File: src/rtl/reset_seq_pkg.sv
// Shared definitions for the reset request generator and its sequencer bench:
// state encoding, default timing constants and counter types.
package reset_seq_pkg;

    localparam logic [1:0] ST_PULSE = 2'd0;
    localparam logic [1:0] ST_WAIT  = 2'd1;
    localparam logic [1:0] ST_RUN   = 2'd2;
    localparam logic [1:0] ST_FAIL  = 2'd3;

    typedef enum logic [1:0] {
        PULSE = ST_PULSE,
        WAIT  = ST_WAIT,
        RUN   = ST_RUN,
        FAIL  = ST_FAIL
    } seq_state_e;

    localparam int unsigned PULSE_LEN_DEF = 16;
    localparam int unsigned TIMEOUT_DEF   = 1024;
    localparam int unsigned LOSS_CYC_DEF  = 4;
    localparam int unsigned MAX_RETRY_DEF = 3;

    typedef logic [11:0] cnt_t;
    typedef logic [3:0]  loss_t;
    typedef logic [3:0]  retry_t;

endpackage

File: src/rtl/rdy_loss_filter.sv
// Counts consecutive low cycles of iodelay_rdy; lost stays high once the
// count saturates at LOSS_CYC, until cleared or ready returns.
module rdy_loss_filter
    import reset_seq_pkg::*;
#(
    parameter int unsigned LOSS_CYC = LOSS_CYC_DEF
) (
    input  logic clk10m,
    input  logic sys_rst_n,
    input  logic iodelay_rdy,
    input  logic clr,
    output logic lost
);

    localparam loss_t LOSS_MAX = loss_t'(LOSS_CYC);

    loss_t count;

    // NOTE: registers use non-blocking assignments so every flop samples
    // pre-edge values regardless of process ordering.
    always_ff @(posedge clk10m or negedge sys_rst_n) begin
        if (!sys_rst_n) begin
            count <= '0;
        end else if (clr || iodelay_rdy) begin
            count <= '0;
        end else if (count != LOSS_MAX) begin
            count <= count + 1'b1;
        end
    end

    assign lost = (count == LOSS_MAX);

endmodule

File: src/rtl/reset_request_gen.sv
// Issues and supervises the active-low reset request to the reset sequencer:
// fixed pulse, completion watch, timeout retry, failure latch, ready-loss re-request.
module reset_request_gen
    import reset_seq_pkg::*;
#(
    parameter int unsigned PULSE_LEN = PULSE_LEN_DEF,
    parameter int unsigned TIMEOUT   = TIMEOUT_DEF,
    parameter int unsigned LOSS_CYC  = LOSS_CYC_DEF,
    parameter int unsigned MAX_RETRY = MAX_RETRY_DEF
) (
    input  logic         clk10m,
    input  logic         sys_rst_n,
    input  logic         sw_rst_req,
    input  logic         iodelay_rdy,
    input  logic         rst_pro,
    output logic         seq_rst_n,
    output logic         seq_done,
    output logic         seq_fail,
    output logic [3:0]   retry_cnt,
    output logic         loss_evt
);

    localparam cnt_t   PULSE_LAST   = cnt_t'(PULSE_LEN - 1);
    localparam cnt_t   TIMEOUT_LAST = cnt_t'(TIMEOUT - 1);
    localparam retry_t RETRY_LIMIT  = retry_t'(MAX_RETRY);

    seq_state_e state_q, state_d;
    cnt_t       cnt_q, cnt_d;
    retry_t     retry_d, retry_inc;
    logic       loss_evt_d;
    logic       lost;
    logic       loss_clr;

    // Counter is only live in RUN and is dropped on the edge that leaves it.
    assign loss_clr = (state_q != RUN) || (state_d != RUN);

    rdy_loss_filter #(
        .LOSS_CYC (LOSS_CYC)
    ) u_rdy_loss_filter (
        .clk10m      (clk10m),
        .sys_rst_n   (sys_rst_n),
        .iodelay_rdy (iodelay_rdy),
        .clr         (loss_clr),
        .lost        (lost)
    );

    assign retry_inc = retry_cnt + 1'b1;

    // NOTE: every signal driven here gets a default first, so no path can
    // leave it unassigned and infer a latch.
    always_comb begin
        state_d    = state_q;
        cnt_d      = cnt_q + 1'b1;
        retry_d    = retry_cnt;
        loss_evt_d = 1'b0;
        unique case (state_q)
            PULSE: begin
                if (sw_rst_req) begin
                    cnt_d = '0;
                end else if (cnt_q == PULSE_LAST) begin
                    state_d = WAIT;
                    cnt_d   = '0;
                end
            end
            WAIT: begin
                if (sw_rst_req) begin
                    state_d = PULSE;
                    cnt_d   = '0;
                end else if (!rst_pro) begin
                    state_d = RUN;
                    cnt_d   = '0;
                    retry_d = '0;
                end else if (cnt_q == TIMEOUT_LAST) begin
                    retry_d = retry_inc;
                    cnt_d   = '0;
                    state_d = (retry_inc == RETRY_LIMIT) ? FAIL : PULSE;
                end
            end
            RUN: begin
                cnt_d = '0;
                if (sw_rst_req) begin
                    state_d = PULSE;
                end else if (rst_pro) begin
                    state_d = WAIT;
                end else if (lost) begin
                    state_d    = PULSE;
                    loss_evt_d = 1'b1;
                end
            end
            FAIL: begin
                cnt_d = '0;
                if (sw_rst_req) begin
                    state_d = PULSE;
                    retry_d = '0;
                end
            end
            default: begin
                state_d = PULSE;
                cnt_d   = '0;
                retry_d = '0;
            end
        endcase
    end

    // Outputs are registered from the next state, so they track state_q exactly.
    always_ff @(posedge clk10m or negedge sys_rst_n) begin
        if (!sys_rst_n) begin
            state_q   <= PULSE;
            cnt_q     <= '0;
            seq_rst_n <= 1'b0;
            seq_done  <= 1'b0;
            seq_fail  <= 1'b0;
            retry_cnt <= '0;
            loss_evt  <= 1'b0;
        end else begin
            state_q   <= state_d;
            cnt_q     <= cnt_d;
            seq_rst_n <= (state_d != PULSE);
            seq_done  <= (state_d == RUN);
            seq_fail  <= (state_d == FAIL);
            retry_cnt <= retry_d;
            loss_evt  <= loss_evt_d;
        end
    end

endmodule

File: config.mk
export PLATFORM = sky130hd
export DESIGN_NAME = reset_request_gen
export DESIGN_NICKNAME = d
export VERILOG_FILES = /design/src/rtl/reset_seq_pkg.sv /design/src/rtl/rdy_loss_filter.sv /design/src/rtl/reset_request_gen.sv
export SDC_FILE = /design/constraint.sdc
export NUM_CORES = 1
export LEC_CHECK = 0
export BUFFER_PORTS_ARGS = -buffer_cell sky130_fd_sc_hd__buf_2
export CAP_MARGIN = 25
export CORE_MARGIN = 2
export CORE_UTILIZATION = 23
export CTS_CLUSTER_SIZE = 12
export DETAILED_ROUTE_END_ITERATION = 6
export PLACE_DENSITY_LB_ADDON = 0.2
export SLEW_MARGIN = 20
export SYNTH_ARGS = -nofsm -noshare
export SYNTH_HDL_FRONTEND = slang
export SYNTH_HIERARCHICAL = 1
export SYNTH_SLANG_ARGS = --single-unit
File: constraint.sdc
create_clock -name clk10m -period 2.6 [get_ports clk10m]
set_clock_uncertainty 0.2 [all_clocks]
set_input_delay 0.78 -clock clk10m [delete_from_list [all_inputs] [get_ports clk10m]]
set_output_delay 0.78 -clock clk10m [all_outputs]
set_load 0.02 [all_outputs]
After elaboration in Yosys (flattened, before gate mapping)
Index checks and enable logic that the tools add are counted.

storage, ports and cells
  word-level logic and storage cells = 62
  output and inout port bits = 8
  input bits = 5
  register bits = 26

operators by class
  add/subtract/negate cells = 3
  reductions and logical operators = 8
  multiplexer cells = 28
  equal/unequal tests = 15

operators with widths
  operator               count
  $mux 12                5
  $pmux 12 s3            1
  $mux 4                 6
  $mux 2                 10
  $add 12x1->12 const B  1
  $eq 12x10->1 const B   1
  $eq 12x4->1 const B    1
  $add 4x1->4 const B    2
  $eq 2x2->1 const B     4
  $ne 2x2->1 const B     4
  $pmux 2 s4             1
  $pmux 4 s2             1
  $reduce_bool 2->1      3
  $eq 4x2->1 const B     1
  $eq 4x3->1 const B     1
  $mux 1                 4
  $ne 4x3->1 const B     1
  $reduce_and 4->1       1
  $ne 3x3->1 const B     1
  $eq 2x1->1 const B     1
  $logic_not 2->1        1
  $logic_or 1x1->1       2
  $reduce_or 2->1        1

Depth between registers and ports, before layout
  depth in word-level cells = 11
  gate-level depth with buffers = 9

Modules after synthesis
Netlist, hierarchy kept.

by module, submodules not included
  module             cells each  instances  area each (um2)
  reset_request_gen  120         1          1166.1
  rdy_loss_filter    19          1          232.7

Worst setup path after synthesis
Ideal clock, no wire load.

  path kind = in2reg
  from = input port rst_pro
  to = register cnt_q[5]
  data required time = 2.327 ns
  setup slack = 0.476 ns
  library setup time = 0.073 ns
  data arrival time = 1.851 ns
  cell stages on the path = 6
  cell sequence = clkbuf_1 and3_1 nor2b_1 a21oi_1 buf_2 nor2b_1

between the ends
  longest elaborated chain between the ends = 3

ends and longest elaborated chain
  item                    RTL line                  text
  start: declaration      reset_request_gen.sv:15   input logic rst_pro,
  $mux 12                 reset_request_gen.sv:69   end else if (!rst_pro) begin
  $mux 12                 reset_request_gen.sv:66   if (sw_rst_req) begin
  $pmux 12 s3             reset_request_gen.sv:56   unique case (state_q)
  net cnt_d[5]            reset_request_gen.sv:28   cnt_t cnt_q, cnt_d;
  end signal: assignment  reset_request_gen.sv:117  cnt_q <= cnt_d;
  end: declaration        reset_request_gen.sv:28

The timed path passes the listed nets, and every way through them passes these cells.
A chain may end at the register's enable or synchronous reset.

Final worst setup path
  from = register cnt_q[0]
  to = register cnt_q[2]

between the ends
  longest elaborated chain between the ends = 5
  elaborated cells on any way between the ends = 9
  those cells by class = add/sub: 1; eq/ne: 2; mux: 6

ends and longest elaborated chain
  item                                           RTL line                                          text
  $add 12x1->12 or $eq 12x10->1 (tied branches)  reset_request_gen.sv:53, reset_request_gen.sv:73
  $mux 12                                        reset_request_gen.sv:73                           end else if (cnt_q == TIMEOUT_LAST) begin
  $mux 12                                        reset_request_gen.sv:69
  $mux 12                                        reset_request_gen.sv:66
  $pmux 12 s3 *                                  reset_request_gen.sv:56
  net cnt_d[2]                                   reset_request_gen.sv:28

The timed path passes the listed nets; every way through them passes the cells marked *.

==> impl_metrics.prom <==
# TYPE chip_impl_metric gauge
chip_impl_metric{name="final_critical_path_setup_slack",unit="ps"} 305
chip_impl_metric{name="final_min_period_over_clock_period",unit="%"} 88.3
chip_impl_metric{name="layout_min_cycle_time",unit="ps"} 2300
chip_impl_metric{name="largest_net_degree_at_the_start_of_global_routing",unit=""} 27
chip_impl_metric{name="cts_buffers",unit=""} 3
chip_impl_metric{name="die-height",unit="µm"} 82.0
chip_impl_metric{name="detail_route.iter0.violations",unit=""} 21
chip_impl_metric{name="share_of_flip_flops_with_an_asynchronous_set_or_reset",unit="%"} 100
chip_impl_metric{name="cts.reportedPaths.clkPinSlew",unit="ps"} 90
chip_impl_metric{name="first_global_vias",unit=""} 1027
chip_impl_info{name="cts_tree",value="built"} 1
chip_impl_metric{name="setup-tns-final",unit="ps"} 0
chip_impl_metric{name="first_pass_grt_wire_length",unit="µm"} 4770
chip_impl_metric{name="avgSynthCellArea",unit="µm²"} 10.1
chip_impl_metric{name="synth-edff-count",unit=""} 0
chip_impl_metric{name="floorplan.die_area",unit="µm²"} 6720
chip_impl_metric{name="ys_types",unit=""} 39
chip_impl_metric{name="final_nets",unit=""} 165
chip_impl_metric{name="top_level_ports",unit=""} 13
chip_impl_metric{name="postCtsResizedCells",unit=""} 0
chip_impl_metric{name="max-cap-violations",unit=""} 0
chip_impl_info{name="yosys_most_used_dff",value="dfrtp_1"} 1
chip_impl_metric{name="vias_after_detailed_routing",unit=""} 1012
chip_impl_metric{name="ant_nets",unit=""} 0
chip_impl_metric{name="slew_headroom",unit="%"} 43.8
chip_impl_metric{name="timing.final.max_slew_violations",unit=""} 0
chip_impl_info{name="synth.largest_area_cell",value="dfrtp_1"} 1
chip_impl_metric{name="globalplace.congestion",unit=""} 0.797
chip_impl_info{name="worst_setup_path_end_kind",value="register"} 1
chip_impl_metric{name="start_util",unit="%"} 23.8
chip_impl_metric{name="antenna_found_initial",unit=""} 0
chip_impl_info{name="worstSetupPathType",value="register to register"} 1
chip_impl_metric{name="drt-total-wl",unit="µm"} 2780
chip_impl_metric{name="area_of_the_mapped_netlist",unit="µm²"} 1400
chip_impl_info{name="post_synth_main_area_contributors",value="dfrtp_1 47%, xor2_1 5.6%, nor2_1 5.1%, ha_1 4.5%, xnor2_1 3.1%"} 1
chip_impl_metric{name="ys_seq_elements",unit=""} 26
chip_impl_info{name="layout.cells.most_common",value="dfrtp_1"} 1
chip_impl_metric{name="num_antenna_cells",unit=""} 0
chip_impl_metric{name="drc",unit=""} 0
chip_impl_metric{name="power_density",unit="nW/µm²"} 425
chip_impl_metric{name="synth_fp_nets",unit=""} 149
chip_impl_metric{name="grt_use_total",unit="%"} 9.42
chip_impl_metric{name="area_share_of_the_largest_cell_type_after_synthesis",unit="%"} 46.5
chip_impl_metric{name="synthToLayoutAreaGrowth",unit="%"} 14.3
chip_impl_metric{name="drive_gt1_share",unit="%"} 16.3
chip_impl_metric{name="timing.final.setup_violations",unit=""} 0
chip_impl_metric{name="worstPathRequired",unit="ps"} 2520
chip_impl_metric{name="rows",unit=""} 28
chip_impl_metric{name="achievable-frequency",unit="GHz"} 0.436
chip_impl_info{name="layout.cells.most_common_list",value="26 x dfrtp_1, 19 x nor2_1, 12 x buf_2"} 1
chip_impl_metric{name="post_route_worst_hold_slack",unit="ps"} 285
chip_impl_metric{name="dr.pass1.iters",unit=""} 4
chip_impl_metric{name="power.ir.vdd_worst",unit="µV"} 164
chip_impl_metric{name="level_count_of_the_clock_h_tree",unit=""} 1
chip_impl_metric{name="cts.sinks",unit=""} 26
chip_impl_metric{name="routed_via_density",unit=""} 4.44
chip_impl_metric{name="synth.yosys.seq_area_share",unit="%"} 46.5
chip_impl_metric{name="power_leakage",unit="nW"} 0.741
chip_impl_info{name="setup.worst_path.start_class",value="register"} 1
chip_impl_metric{name="final-hold-violation-count",unit=""} 0
chip_impl_metric{name="clk-insertion-delay-late",unit="ps"} 270
chip_impl_info{name="status",value="complete, no violations"} 1
chip_impl_metric{name="synth.yosys.warnings",unit=""} 6
chip_impl_metric{name="core",unit="µm²"} 5890
chip_impl_metric{name="grt_remaining_overflow",unit=""} 0
chip_impl_metric{name="wire_length_per_cell_after_detailed_routing",unit="µm"} 12.2
chip_impl_metric{name="final_core_utilization",unit="%"} 27.2
chip_impl_info{name="hp-class",value="register to register"} 1
chip_impl_metric{name="worst-slew-pin-transition",unit="ps"} 843
chip_impl_metric{name="syn-instance-count",unit=""} 139
chip_impl_metric{name="cts_max_path_buffers",unit=""} 2
chip_impl_metric{name="buffer_ports.inserted",unit=""} 12
chip_impl_metric{name="dpl_worst_slack",unit="ps"} 23.8
chip_impl_metric{name="die_width",unit="µm"} 82.0
chip_impl_info{name="clock-root-buffer",value="clkbuf_8"} 1
chip_impl_metric{name="post-cts-setup-buffer-count",unit=""} 0
chip_impl_metric{name="worst-path-max-fanout",unit=""} 11
chip_impl_metric{name="critical_path_arrival",unit="ps"} 2220
chip_impl_metric{name="hold_buffers",unit=""} 0
chip_impl_info{name="grt_setup_unrepaired",value="false"} 1
chip_impl_metric{name="hpwl",unit="µm"} 2050
registers in the layout, summed over array words and instances (netlist names):
| signal | flops |
|---|---|
| loss_evt | 1 |
| retry_cnt | 4 |
| seq_done | 1 |
| seq_rst_n | 1 |
| u_rdy_loss_filter/count | 4 |
| seq_fail | 1 |
| state_q | 2 |
| cnt_q | 12 |
per-stage QoR:
step | total power [W] | instances | cell area [µm²]
global route | 0.000723 | 228 | 1600
floorplan | 0.000441 | 139 | 1400
finish | 0.000680 | 228 | 1600
CTS | 0.000698 | 228 | 1600
detailed placement | 0.000461 | 225 | 1560
global placement | 0.000460 | 225 | 1560
cells by family after synthesis:
kind of cell	Yosys count	synth area share, %
muxes	1	0.716
DFF	26	46.5
adders and majority gates	5	4.47
xor gates and xnor gates	14	8.77
buffers and inverters	10	2.86
AOI/OAI and AO/OA	17	10.5
and+or+nand+nor	66	26.2
cell usage after synthesis, types with 4 or more instances:
library cell and count:
nand4_1 4, dfrtp_1 26, nand2_1 8, inv_1 5, nor3_1 5, xor2_1 9, nand2b_1 5, xnor2_1 5
nand3_1 7, nor2_1 19, ha_1 5
routing by layer:
metal / GRT usage (%) / part of all wire (%)
met1: 11.5 / 50
met2: 16.2 / 47
met3: 2.97 / 2.9
met4: 2.00 / 0.61
met5: 0 / 0
report_power, final:
part / internal (W) / total, W / switching (W)
Clock: 0.000104 / 0.000228 / 0.000124
Sequential: 0.000409 / 0.000415 / 0.00000562
Combinational: 0.0000123 / 0.0000366 / 0.0000244
Total: 0.000525 / 0.000680 / 0.000154
final cells by class:
type	instances	area (µm²)
Fill cell	625	4290
Sequential cell	26	651
Multi-Input combinational cell	103	708
Timing Repair Buffer	15	82.6
Inverter	6	22.5
Clock buffer	3	41.3
Tap cell	75	93.8
worst max-delay path, cell delays in order, from the launching register on:
cell,delay [ps]
dfrtp_1,390
ha_1,190
and3_1,270
and4_1,230
nor2b_1,80
a21oi_1,660
nor2_1,120
final timing paths:
check	slack, ps	cells past startpoint	end	from
setup / recovery	300	6	cnt_q[2]	cnt_q[0]
setup reg to reg	300	6	cnt_q[2]	cnt_q[0]
hold reg to reg	290	1	cnt_q[0]	cnt_q[0]
hold / removal	290	1	cnt_q[0]	cnt_q[0]
min in group asynchronous	310	1	cnt_q[10]	sys_rst_n
max in group asynchronous	1500	1	state_q[1]	sys_rst_n
Power figures use the tool's default switching activity.
